**config.mk**
```make
export PLATFORM = sky130hd
export DESIGN_NAME = axi_proxy_mc_flat
export DESIGN_NICKNAME = d
export VERILOG_FILES = /design/src/rtl/axi_proxy_mc_pkg.sv /design/src/rtl/axi_proxy_mc_if.sv /design/src/rtl/axi_proxy_mc_fanout.sv /design/src/rtl/axi_proxy_mc.sv /design/src/flat_wrapper.sv
export SDC_FILE = /design/constraint.sdc
export NUM_CORES = 1
export LEC_CHECK = 0
export CAP_MARGIN = 20
export CORE_AREA = 5 5 553 555
export CTS_BUF_LIST = sky130_fd_sc_hd__clkbuf_8
export CTS_CLUSTER_SIZE = 40
export DETAILED_ROUTE_END_ITERATION = 6
export DIE_AREA = 0 0 558 560
export HOLD_SLACK_MARGIN = 0.03
export PLACE_DENSITY = 0.3
export RECOVER_POWER = 50
export SLEW_MARGIN = 20
export SYNTH_ARGS = -nofsm -noshare
export SYNTH_HDL_FRONTEND = slang
export SYNTH_SLANG_ARGS = --single-unit
```
**constraint.sdc**
```tcl
create_clock -name clk -period 5.1 [get_ports clk]
set_clock_uncertainty 0.05 [all_clocks]
set_input_delay 0.765 -clock clk [delete_from_list [all_inputs] [get_ports clk]]
set_output_delay 0.765 -clock clk [all_outputs]
set_load 0.005 [all_outputs]
```
**src/rtl/axi_proxy_mc_pkg.sv**
```systemverilog
// Shared types and constants for the multi-channel AXI proxy: FSM states,
// register map, response codes and packet field offsets.
package axi_proxy_pkg;

    typedef enum logic [1:0] {
        ST_IDLE     = 2'd0,
        ST_SEND     = 2'd1,
        ST_WAIT_RSP = 2'd2
    } state_t;

    typedef enum logic [1:0] {
        OP_WRITE   = 2'd0,
        OP_READ    = 2'd1,
        OP_PRELOAD = 2'd2
    } op_t;

    localparam logic [4:0] REG_ADDR    = 5'd0;
    localparam logic [4:0] REG_PROXY   = 5'd1;
    localparam logic [4:0] REG_STATUS  = 5'd2;
    localparam logic [4:0] REG_TIMEOUT = 5'd3;

    localparam logic [1:0] RESP_OKAY   = 2'd0;
    localparam logic [1:0] RESP_SLVERR = 2'd2;
    localparam logic [1:0] RESP_DECERR = 2'd3;

    localparam int REQ_ADDR_LSB = 0;
    localparam int REQ_DATA_LSB = 32;
    localparam int REQ_MODE_BIT = 64;
    localparam int RSP_ADDR_LSB = 0;
    localparam int RSP_DATA_LSB = 32;
    localparam int RSP_RESP_LSB = 64;

    localparam logic [31:0] READ_FILL = 32'hDEAD_BEEF;

    // Register index covers a 128-byte window of 32-bit words.
    function automatic logic [4:0] reg_index(input logic [31:0] addr);
        return addr[6:2];
    endfunction

endpackage

```
**src/rtl/axi_proxy_mc_if.sv**
```systemverilog
// Bundle of the ASHI register port, the AXI-Stream request fan-out and the
// response stream, plus a debug view of the proxy FSM state.
interface axi_proxy_mc_if #(
    parameter int NUM_CH = 2,
    parameter int OUT_W  = 512,
    parameter int IN_W   = 256
);
    import axi_proxy_pkg::*;

    // AXI-Stream beats transfer on a clock edge where tvalid and tready are both
    // high; once raised, tvalid and tdata hold until that edge.
    logic                    preload_complete;
    logic [NUM_CH*OUT_W-1:0] axis_out_tdata;
    logic [NUM_CH-1:0]       axis_out_tvalid;
    logic [NUM_CH-1:0]       axis_out_tready;
    logic [IN_W-1:0]         axis_in_tdata;
    logic                    axis_in_tvalid;
    logic                    axis_in_tready;
    logic [31:0]             ashi_waddr;
    logic [31:0]             ashi_wdata;
    logic                    ashi_write;
    logic [1:0]              ashi_wresp;
    logic                    ashi_widle;
    logic [31:0]             ashi_raddr;
    logic                    ashi_read;
    logic [31:0]             ashi_rdata;
    logic [1:0]              ashi_rresp;
    logic                    ashi_ridle;
    state_t                  dbg_state;

    modport slave (
        input  preload_complete, axis_out_tready, axis_in_tdata, axis_in_tvalid,
        input  ashi_waddr, ashi_wdata, ashi_write, ashi_raddr, ashi_read,
        output axis_out_tdata, axis_out_tvalid, axis_in_tready,
        output ashi_wresp, ashi_widle, ashi_rdata, ashi_rresp, ashi_ridle, dbg_state
    );

    modport master (
        output preload_complete, axis_out_tready, axis_in_tdata, axis_in_tvalid,
        output ashi_waddr, ashi_wdata, ashi_write, ashi_raddr, ashi_read,
        input  axis_out_tdata, axis_out_tvalid, axis_in_tready,
        input  ashi_wresp, ashi_widle, ashi_rdata, ashi_rresp, ashi_ridle, dbg_state
    );

endinterface

```
**src/rtl/axi_proxy_mc_fanout.sv**
```systemverilog
// Per-channel tvalid tracking for a request broadcast to NUM_CH lockstep
// channels; each bit drops on its own handshake.
module axis_lockstep_fanout #(
    parameter int NUM_CH = 2
) (
    input  logic              clk,
    input  logic              reset,
    input  logic              i_load,
    input  logic              i_abort,
    input  logic [NUM_CH-1:0] i_tready,
    output logic [NUM_CH-1:0] o_tvalid,
    output logic              o_all_done
);
    logic [NUM_CH-1:0] r_tvalid;

    always_ff @(posedge clk) begin
        if (reset || i_abort) begin
            r_tvalid <= '0;
        end else if (i_load) begin
            r_tvalid <= '1;
        end else begin
            r_tvalid <= r_tvalid & ~i_tready;
        end
    end

    // True when no channel will still be pending after this clock edge.
    assign o_all_done = ~|(r_tvalid & ~i_tready);
    assign o_tvalid   = r_tvalid;

endmodule

```
**src/rtl/axi_proxy_mc.sv**
```systemverilog
// ASHI-to-AXI-Stream proxy: local config registers, a PROXY register that
// issues a request packet on NUM_CH channels and waits for the matching response.
module axi_proxy_mc
    import axi_proxy_pkg::*;
#(
    parameter int          NUM_CH          = 2,
    parameter int          OUT_W           = 512,
    parameter int          IN_W            = 256,
    parameter logic [7:0]  PKT_TYPE        = 8'h01,
    parameter logic [31:0] TIMEOUT_DEFAULT = 32'd1_000_000,
    parameter logic [31:0] PRELOAD_ADDR    = 32'h0000_1000,
    parameter logic [31:0] PRELOAD_VALU    = 32'h0000_000F
) (
    input logic          clk,
    input logic          reset,
    axi_proxy_mc_if.slave bus
);
    state_t            r_state, w_state_nxt;
    op_t               r_op, w_issue_op;
    logic [31:0]       r_addr_reg, r_timeout_reg, r_timer;
    logic              r_to_en, r_to_flag, r_pend, r_tready;
    logic [15:0]       r_to_cnt;
    logic [31:0]       r_req_addr, r_req_data;
    logic              r_req_mode;
    logic [1:0]        r_wresp, r_rresp;
    logic [31:0]       r_rdata;

    logic              w_issue, w_local_wr, w_local_rd, w_send_done, w_rsp_done, w_timeout;
    logic [4:0]        w_widx, w_ridx;
    logic [31:0]       w_rsp_addr, w_rsp_data;
    logic [1:0]        w_rsp_resp;
    logic              w_rsp_hit, w_expire, w_fan_done;
    logic [31:0]       w_nxt_addr, w_nxt_data, w_rd_val;
    logic              w_nxt_mode, w_wr_ok, w_rd_ok;
    logic [OUT_W-1:0]  w_req;
    logic [NUM_CH*OUT_W-1:0] w_out_tdata;
    logic              w_unused_rsp;

    assign w_widx      = reg_index(bus.ashi_waddr);
    assign w_ridx      = reg_index(bus.ashi_raddr);
    assign w_rsp_addr  = bus.axis_in_tdata[RSP_ADDR_LSB +: 32];
    assign w_rsp_data  = bus.axis_in_tdata[RSP_DATA_LSB +: 32];
    assign w_rsp_resp  = bus.axis_in_tdata[RSP_RESP_LSB +: 2];
    assign w_unused_rsp = ^bus.axis_in_tdata;
    // Responses for other addresses are stale and are swallowed while waiting.
    assign w_rsp_hit   = bus.axis_in_tvalid && r_tready && (w_rsp_addr == r_req_addr);
    assign w_expire    = r_to_en && (r_timer == 32'd1);

    axis_lockstep_fanout #(.NUM_CH(NUM_CH)) u_fanout (
        .clk        (clk),
        .reset      (reset),
        .i_load     (w_issue),
        .i_abort    (w_timeout),
        .i_tready   (bus.axis_out_tready),
        .o_tvalid   (bus.axis_out_tvalid),
        .o_all_done (w_fan_done)
    );

    always_ff @(posedge clk) begin
        if (reset) begin
            r_state <= ST_IDLE;
        end else begin
            r_state <= w_state_nxt;
        end
    end

    always_comb begin
        w_state_nxt = r_state;
        w_issue     = 1'b0;
        w_issue_op  = OP_WRITE;
        w_local_wr  = 1'b0;
        w_local_rd  = 1'b0;
        w_send_done = 1'b0;
        w_rsp_done  = 1'b0;
        w_timeout   = 1'b0;
        case (r_state)
            ST_IDLE: begin
                if (bus.ashi_write) begin
                    if (w_widx == REG_PROXY) begin
                        w_issue     = 1'b1;
                        w_issue_op  = OP_WRITE;
                        w_state_nxt = ST_SEND;
                    end else begin
                        w_local_wr = 1'b1;
                    end
                end else if (bus.ashi_read) begin
                    if (w_ridx == REG_PROXY) begin
                        w_issue     = 1'b1;
                        w_issue_op  = OP_READ;
                        w_state_nxt = ST_SEND;
                    end else begin
                        w_local_rd = 1'b1;
                    end
                end else if (r_pend) begin
                    w_issue     = 1'b1;
                    w_issue_op  = OP_PRELOAD;
                    w_state_nxt = ST_SEND;
                end
            end
            ST_SEND: begin
                if (w_expire) begin
                    w_timeout   = 1'b1;
                    w_state_nxt = ST_IDLE;
                end else if (w_fan_done) begin
                    w_send_done = 1'b1;
                    w_state_nxt = ST_WAIT_RSP;
                end
            end
            ST_WAIT_RSP: begin
                if (w_rsp_hit) begin
                    w_rsp_done  = 1'b1;
                    w_state_nxt = ST_IDLE;
                end else if (w_expire) begin
                    w_timeout   = 1'b1;
                    w_state_nxt = ST_IDLE;
                end
            end
            default: w_state_nxt = ST_IDLE;
        endcase
    end

    always_comb begin
        w_nxt_addr = r_addr_reg;
        w_nxt_data = bus.ashi_wdata;
        w_nxt_mode = 1'b0;
        case (w_issue_op)
            OP_READ: begin
                w_nxt_data = READ_FILL;
                w_nxt_mode = 1'b1;
            end
            OP_PRELOAD: begin
                w_nxt_addr = PRELOAD_ADDR;
                w_nxt_data = PRELOAD_VALU;
            end
            default: ;
        endcase
    end

    always_comb begin
        w_wr_ok  = (w_widx == REG_ADDR) || (w_widx == REG_STATUS) || (w_widx == REG_TIMEOUT);
        w_rd_ok  = 1'b1;
        w_rd_val = 32'd0;
        case (w_ridx)
            REG_ADDR:    w_rd_val = r_addr_reg;
            REG_STATUS:  w_rd_val = {r_to_cnt, 15'd0, r_to_flag};
            REG_TIMEOUT: w_rd_val = r_timeout_reg;
            default:     w_rd_ok  = 1'b0;
        endcase
    end

    always_ff @(posedge clk) begin
        if (reset) begin
            r_op          <= OP_WRITE;
            r_addr_reg    <= 32'd0;
            r_timeout_reg <= TIMEOUT_DEFAULT;
            r_timer       <= 32'd0;
            r_to_en       <= 1'b0;
            r_to_flag     <= 1'b0;
            r_to_cnt      <= 16'd0;
            r_pend        <= 1'b0;
            r_tready      <= 1'b0;
            r_req_addr    <= 32'd0;
            r_req_data    <= 32'd0;
            r_req_mode    <= 1'b0;
            r_wresp       <= RESP_OKAY;
            r_rresp       <= RESP_OKAY;
            r_rdata       <= 32'd0;
        end else begin
            // A strobe coinciding with the preload issue re-arms the latch.
            r_pend <= bus.preload_complete || (r_pend && !(w_issue && w_issue_op == OP_PRELOAD));

            if (w_issue) begin
                r_op       <= w_issue_op;
                r_req_addr <= w_nxt_addr;
                r_req_data <= w_nxt_data;
                r_req_mode <= w_nxt_mode;
                r_timer    <= r_timeout_reg;
                r_to_en    <= |r_timeout_reg;
            end else if (r_state != ST_IDLE && r_to_en) begin
                r_timer <= r_timer - 32'd1;
            end

            if (w_send_done) begin
                r_tready <= 1'b1;
            end else if (w_rsp_done || w_timeout) begin
                r_tready <= 1'b0;
            end

            if (w_local_wr) begin
                r_wresp <= w_wr_ok ? RESP_OKAY : RESP_SLVERR;
                case (w_widx)
                    REG_ADDR:    r_addr_reg    <= bus.ashi_wdata;
                    REG_TIMEOUT: r_timeout_reg <= bus.ashi_wdata;
                    REG_STATUS: begin
                        r_to_flag <= 1'b0;
                        r_to_cnt  <= 16'd0;
                    end
                    default: ;
                endcase
            end

            if (w_local_rd) begin
                r_rresp <= w_rd_ok ? RESP_OKAY : RESP_SLVERR;
                r_rdata <= w_rd_val;
            end

            if (w_rsp_done) begin
                if (r_op == OP_WRITE) begin
                    r_wresp <= w_rsp_resp;
                end else if (r_op == OP_READ) begin
                    r_rresp <= w_rsp_resp;
                    r_rdata <= w_rsp_data;
                end
            end

            if (w_timeout) begin
                r_to_flag <= 1'b1;
                if (r_to_cnt != 16'hFFFF) begin
                    r_to_cnt <= r_to_cnt + 16'd1;
                end
                if (r_op == OP_WRITE) begin
                    r_wresp <= RESP_DECERR;
                end else if (r_op == OP_READ) begin
                    r_rresp <= RESP_DECERR;
                    r_rdata <= 32'd0;
                end
            end
        end
    end

    always_comb begin
        w_req = '0;
        w_req[REQ_ADDR_LSB +: 32] = r_req_addr;
        w_req[REQ_DATA_LSB +: 32] = r_req_data;
        w_req[REQ_MODE_BIT]       = r_req_mode;
        w_req[OUT_W-1 -: 8]       = PKT_TYPE;
        w_out_tdata               = '0;
        w_out_tdata[OUT_W-1:0]    = w_req;
    end

    assign bus.axis_out_tdata = w_out_tdata;
    assign bus.axis_in_tready = r_tready;
    assign bus.ashi_wresp     = r_wresp;
    assign bus.ashi_rresp     = r_rresp;
    assign bus.ashi_rdata     = r_rdata;
    assign bus.ashi_widle     = (r_state == ST_IDLE) && !bus.ashi_write;
    assign bus.ashi_ridle     = (r_state == ST_IDLE) && !bus.ashi_read;
    assign bus.dbg_state      = r_state;

endmodule

```
**src/flat_wrapper.sv**
```systemverilog
// flat-port wrapper written by rule: the top's interface ports become plain ports
module axi_proxy_mc_flat import axi_proxy_pkg::*;
#(
    parameter int          NUM_CH          = 2,
    parameter int          OUT_W           = 512,
    parameter int          IN_W            = 256,
    parameter logic [7:0]  PKT_TYPE        = 8'h01,
    parameter logic [31:0] TIMEOUT_DEFAULT = 32'd1_000_000,
    parameter logic [31:0] PRELOAD_ADDR    = 32'h0000_1000,
    parameter logic [31:0] PRELOAD_VALU    = 32'h0000_000F
)
  (clk, reset, bus_preload_complete, bus_axis_out_tready, bus_axis_in_tdata, bus_axis_in_tvalid, bus_ashi_waddr, bus_ashi_wdata, bus_ashi_write, bus_ashi_raddr, bus_ashi_read, bus_axis_out_tdata, bus_axis_out_tvalid, bus_axis_in_tready, bus_ashi_wresp, bus_ashi_widle, bus_ashi_rdata, bus_ashi_rresp, bus_ashi_ridle, bus_dbg_state);
  axi_proxy_mc_if #(.NUM_CH(NUM_CH), .OUT_W(OUT_W), .IN_W(IN_W)) bus_i ();
  input logic clk;
  input logic reset;
  input wire logic [$bits(bus_i.preload_complete)-1:0] bus_preload_complete;
  input wire logic [$bits(bus_i.axis_out_tready)-1:0] bus_axis_out_tready;
  input wire logic [$bits(bus_i.axis_in_tdata)-1:0] bus_axis_in_tdata;
  input wire logic [$bits(bus_i.axis_in_tvalid)-1:0] bus_axis_in_tvalid;
  input wire logic [$bits(bus_i.ashi_waddr)-1:0] bus_ashi_waddr;
  input wire logic [$bits(bus_i.ashi_wdata)-1:0] bus_ashi_wdata;
  input wire logic [$bits(bus_i.ashi_write)-1:0] bus_ashi_write;
  input wire logic [$bits(bus_i.ashi_raddr)-1:0] bus_ashi_raddr;
  input wire logic [$bits(bus_i.ashi_read)-1:0] bus_ashi_read;
  output wire logic [$bits(bus_i.axis_out_tdata)-1:0] bus_axis_out_tdata;
  output wire logic [$bits(bus_i.axis_out_tvalid)-1:0] bus_axis_out_tvalid;
  output wire logic [$bits(bus_i.axis_in_tready)-1:0] bus_axis_in_tready;
  output wire logic [$bits(bus_i.ashi_wresp)-1:0] bus_ashi_wresp;
  output wire logic [$bits(bus_i.ashi_widle)-1:0] bus_ashi_widle;
  output wire logic [$bits(bus_i.ashi_rdata)-1:0] bus_ashi_rdata;
  output wire logic [$bits(bus_i.ashi_rresp)-1:0] bus_ashi_rresp;
  output wire logic [$bits(bus_i.ashi_ridle)-1:0] bus_ashi_ridle;
  output wire logic [$bits(bus_i.dbg_state)-1:0] bus_dbg_state;
  assign bus_i.preload_complete = bus_preload_complete;
  assign bus_i.axis_out_tready = bus_axis_out_tready;
  assign bus_i.axis_in_tdata = bus_axis_in_tdata;
  assign bus_i.axis_in_tvalid = bus_axis_in_tvalid;
  assign bus_i.ashi_waddr = bus_ashi_waddr;
  assign bus_i.ashi_wdata = bus_ashi_wdata;
  assign bus_i.ashi_write = bus_ashi_write;
  assign bus_i.ashi_raddr = bus_ashi_raddr;
  assign bus_i.ashi_read = bus_ashi_read;
  assign bus_axis_out_tdata = bus_i.axis_out_tdata;
  assign bus_axis_out_tvalid = bus_i.axis_out_tvalid;
  assign bus_axis_in_tready = bus_i.axis_in_tready;
  assign bus_ashi_wresp = bus_i.ashi_wresp;
  assign bus_ashi_widle = bus_i.ashi_widle;
  assign bus_ashi_rdata = bus_i.ashi_rdata;
  assign bus_ashi_rresp = bus_i.ashi_rresp;
  assign bus_ashi_ridle = bus_i.ashi_ridle;
  assign bus_dbg_state = bus_i.dbg_state;
  axi_proxy_mc #(.NUM_CH(NUM_CH), .OUT_W(OUT_W), .IN_W(IN_W), .PKT_TYPE(PKT_TYPE), .TIMEOUT_DEFAULT(TIMEOUT_DEFAULT), .PRELOAD_ADDR(PRELOAD_ADDR), .PRELOAD_VALU(PRELOAD_VALU)) u_core (.clk(clk), .reset(reset), .bus(bus_i));
endmodule
```
==> impl_metrics.ini <==
[clock_tree]
post-cts-setup-buffers = 0
cts_root_buffer = sky130_fd_sc_hd__clkbuf_8
cts_htree_levels = 2
post_cts_resize_count = 0
path_clk_slew_ns = 0.06
later_pin_clock_latency_in_the_skew_report_ns = 0.65
cts_made_buffers = 41
cts.sinks = 223
cts_hold_buf = 0
tritoncts = yes
cts_max_path_buffers = 3

[final_layout]
area_growth_syn_to_layout_pct = 24.83
num-nets-final = 2829
post_layout_nonfiller_instances = 6474
layout.core_utilization_pct = 7.322
fillerInstances = 35307
leading_cell_type_in_the_layout_fill_and_taps_excluded = sky130_fd_sc_hd__conb_1
most-common-layout-cells = 959 x sky130_fd_sc_hd__conb_1, 269 x sky130_fd_sc_hd__nand2_1, 223 x sky130_fd_sc_hd__dfxtp_1
post_route_cells_drive_above_1_share_pct = 4.739

[synth]
distinct_cell_type_count_of_the_synthesized_netlist = 64
yosys_register_bits = 223
syn_std_cell_area_um2 = 17660
synthArstFlopShare_pct = 0
synthesis.instances = 2263
synth-seq-area-share_pct = 25.29
synth_ff_type = sky130_fd_sc_hd__dfxtp_1
synth_warnings = 0
avgSynthCellArea_um2 = 7.802
synth_enable_flop_cells = 0

[grt]
vias_in_the_first_global_route = 12074
overflow = 0
grt_pass1_wl_um = 107900
grt_start_max_net_pins = 140
grtUsageTotal_pct = 5.034
antenna_found_initial = 22

[critical_path]
timing.critical_path.slowest_stage_cell = sky130_fd_sc_hd__nand3_1
timing_worst_setup_path_type = input port to register
cpLargestDelayFamily = simple AND/OR/NAND/NOR gates
arrival_ns = 4.42
end_kind = register
worst-path-max-fanout = 22
critPathRequiredTime_ns = 5.55
critical_path.startpoint_type = input port
timing.critical_path.cells = clkdlybuf4s50_1, nor4b_2, buf_4, a311o_1, nand3_1, nand2_1, o21ai_0, a221oi_1, nor2_1
buffers_inverters_on_critical_path = 2
critical-path-max-stage-delay_ns = 0.88

[sta]
final_period_minus_worst_setup_slack_ns = 3.974
worstMarginPinSlew_ns = 1.698
final-setup-viol-count = 0
tns_ns = 0
slew-limit-headroom_pct = -13.49
max_clock_freq_mhz = 251.6
timing_hold_violations_final = 0
timing.final.crit_share_pct = 77.93
rsz_0062_raised_after_global_routing = false
final-max-slew-violation-count = 33

[outcome]
status = finished with violations
violations = capacitance limit, slew limit

[pwr]
total_leakage_power_uw = 0.008694
internal-power_uw = 2988
relative_contribution_of_sequential_cells_to_total_power_pct = 40.2
power_uw = 4574
combinationalPowerShare_pct = 18.7
p_sw_share_pct = 34.67
clock_power_share_pct = 41.1
vdd_ir_drop_max_uv = 151.8
power_density_nw_per_um2 = 207.5
switchingPower_uw = 1586

[die]
io_pins = 1427
die_width_um = 558
die_area_um2 = 312500
placement_rows = 202
dieHeight_um = 560
core_um2 = 301000
initial_core_util_pct = 5.865

[flow_run]
max_cap_violations = 1

[drt]
avgViaCountPerCell = 2.006
wirelength_per_cell_um = 13.11
drt-pass1-iter-count = 5
total_wire_length_after_detailed_routing_um = 84880
ant_nets = 0
dr_total_vias = 12990
post-route-drc-count = 0
dr.first_iter.drc_count = 538

[placed_design]
detailed_place_hpwl_um = 70590
dp.cells = 6396
io_buffer_count = 223
gp_congestion = 0.7065

[worst_hold_path]
timing.hold.worst.class = register to register
==> synthesized netlist by cell type (3+ instances only) <==
| master | number | area share (%) |
|---|---|---|
| sky130_fd_sc_hd__o21ai_0 | 33 | 0.94 |
| sky130_fd_sc_hd__a211oi_1 | 30 | 1.3 |
| sky130_fd_sc_hd__clkbuf_1 | 86 | 1.8 |
| sky130_fd_sc_hd__a21oi_1 | 146 | 4.1 |
| sky130_fd_sc_hd__o211ai_1 | 3 | 0.13 |
| sky130_fd_sc_hd__o211a_1 | 32 | 1.8 |
| sky130_fd_sc_hd__a22oi_1 | 56 | 2.4 |
| sky130_fd_sc_hd__nand4_1 | 8 | 0.28 |
| sky130_fd_sc_hd__nand3_1 | 30 | 0.85 |
| sky130_fd_sc_hd__nor3b_1 | 4 | 0.17 |
| sky130_fd_sc_hd__nor4_1 | 21 | 0.74 |
| sky130_fd_sc_hd__xnor2_1 | 17 | 0.84 |
| sky130_fd_sc_hd__and3_1 | 6 | 0.21 |
| sky130_fd_sc_hd__nand3b_1 | 39 | 1.7 |
| sky130_fd_sc_hd__xor2_1 | 16 | 0.79 |
| sky130_fd_sc_hd__nor2_1 | 76 | 1.6 |
| sky130_fd_sc_hd__buf_4 | 961 | 41 |
| sky130_fd_sc_hd__nor2b_1 | 7 | 0.25 |
| sky130_fd_sc_hd__ha_1 | 8 | 0.57 |
| sky130_fd_sc_hd__nand2_1 | 269 | 5.7 |
| sky130_fd_sc_hd__or4_1 | 3 | 0.13 |
| sky130_fd_sc_hd__a221oi_1 | 9 | 0.45 |
| sky130_fd_sc_hd__buf_2 | 5 | 0.14 |
| sky130_fd_sc_hd__nand2b_1 | 11 | 0.39 |
| sky130_fd_sc_hd__and2_1 | 6 | 0.21 |
| sky130_fd_sc_hd__a31oi_1 | 5 | 0.18 |
| sky130_fd_sc_hd__or3_1 | 10 | 0.35 |
| sky130_fd_sc_hd__dfxtp_1 | 223 | 25 |
| sky130_fd_sc_hd__or4_4 | 4 | 0.26 |
| sky130_fd_sc_hd__a22o_1 | 15 | 0.74 |
| sky130_fd_sc_hd__or2_2 | 5 | 0.18 |
| sky130_fd_sc_hd__a21o_1 | 19 | 0.81 |
| sky130_fd_sc_hd__o311ai_0 | 5 | 0.25 |
| sky130_fd_sc_hd__inv_1 | 12 | 0.26 |
| sky130_fd_sc_hd__nor3_1 | 48 | 1.4 |
==> tightest hold or removal path: stages (launching register included) <==
cell                      delay [ns]
sky130_fd_sc_hd__dfxtp_1        0.30
sky130_fd_sc_hd__nand2_1        0.05
sky130_fd_sc_hd__a21oi_1        0.05
==> layer usage <==
| metal | wire, um | up-vias | track usage, % |
|---|---|---|---|
| met3 | 7832 | 105 | 1.464 |
| met5 | 97 | - | 0 |
| met4 | 3500 | 14 | 1.860 |
| li1 | - | 6032 | - |
| met2 | 47850 | 857 | 10.39 |
| met1 | 25600 | 5982 | 4.489 |
==> cell type report <==
cell class	instances	area [um^2]	area share, %
antenna	6	15.01	0.06812
timing repair buffer	253	2506	11.37
multi-input combinational	1930	9195	41.72
clock buffer	49	674.4	3.060
clock inverter	23	162.7	0.7380
sequential	223	4464	20.26
inverter	12	45.04	0.2044
tap	3978	4977	22.58
==> per-stage QoR <==
step | setup WS [ns] | hold slack (ns) | instance area (um^2)
4_1_cts | 1.175 | 0.4062 | 22050
3_3_place_gp | 0.8023 | 0.3924 | 21220
5_1_grt | 0.8197 | 0.4173 | 22030
2_1_floorplan | 2.073 | 0.3867 | 21250
6_report | 1.126 | 0.3973 | 22040
3_5_place_dp | 0.7742 | 0.3961 | 21220
==> power by group through the flow <==
stage / clock [uW] / sequential [uW] / combinational, uW
CTS: 2020 / 1840 / 879
detailed placement: 0 / 1880 / 875
global route: 2050 / 1850 / 972
finish: 1880 / 1840 / 855
floorplan: 0 / 1870 / 987
global placement: 0 / 1880 / 877
==> final timing paths <==
| kind | endpoint | cells past startpoint | from | slack [ns] |
|---|---|---|---|---|
| min | u_core.r_req_data[20] | 2 | u_core.r_req_data[20] | 0.40 |
| min reg2reg | u_core.r_req_data[20] | 2 | u_core.r_req_data[20] | 0.40 |
| max reg2reg | u_core.r_req_data[15] | 11 | u_core.bus.dbg_state[1] | 1.56 |
| max | u_core.r_timer[8] | 9 | bus_ashi_raddr[6] | 1.13 |
==> cells by family (layout without fill, tap and decap cells) <==
logic type / after synthesis / count (layout) / share of synthesized area [%]
and+or+nand+nor: 557 / 557 / 14.94
DFF: 223 / 223 / 25.29
buffers and inverters: 1067 / 337 / 43.19
xor gates and xnor gates: 33 / 33 / 1.637
adders and majority gates: 8 / 8 / 0.5670
muxes: 2 / 2 / 0.1276
other: 2 / 965 / 0.04254
AOI/OAI and AO/OA: 371 / 371 / 14.21
Note: power is estimated with default switching activity, not from simulation.
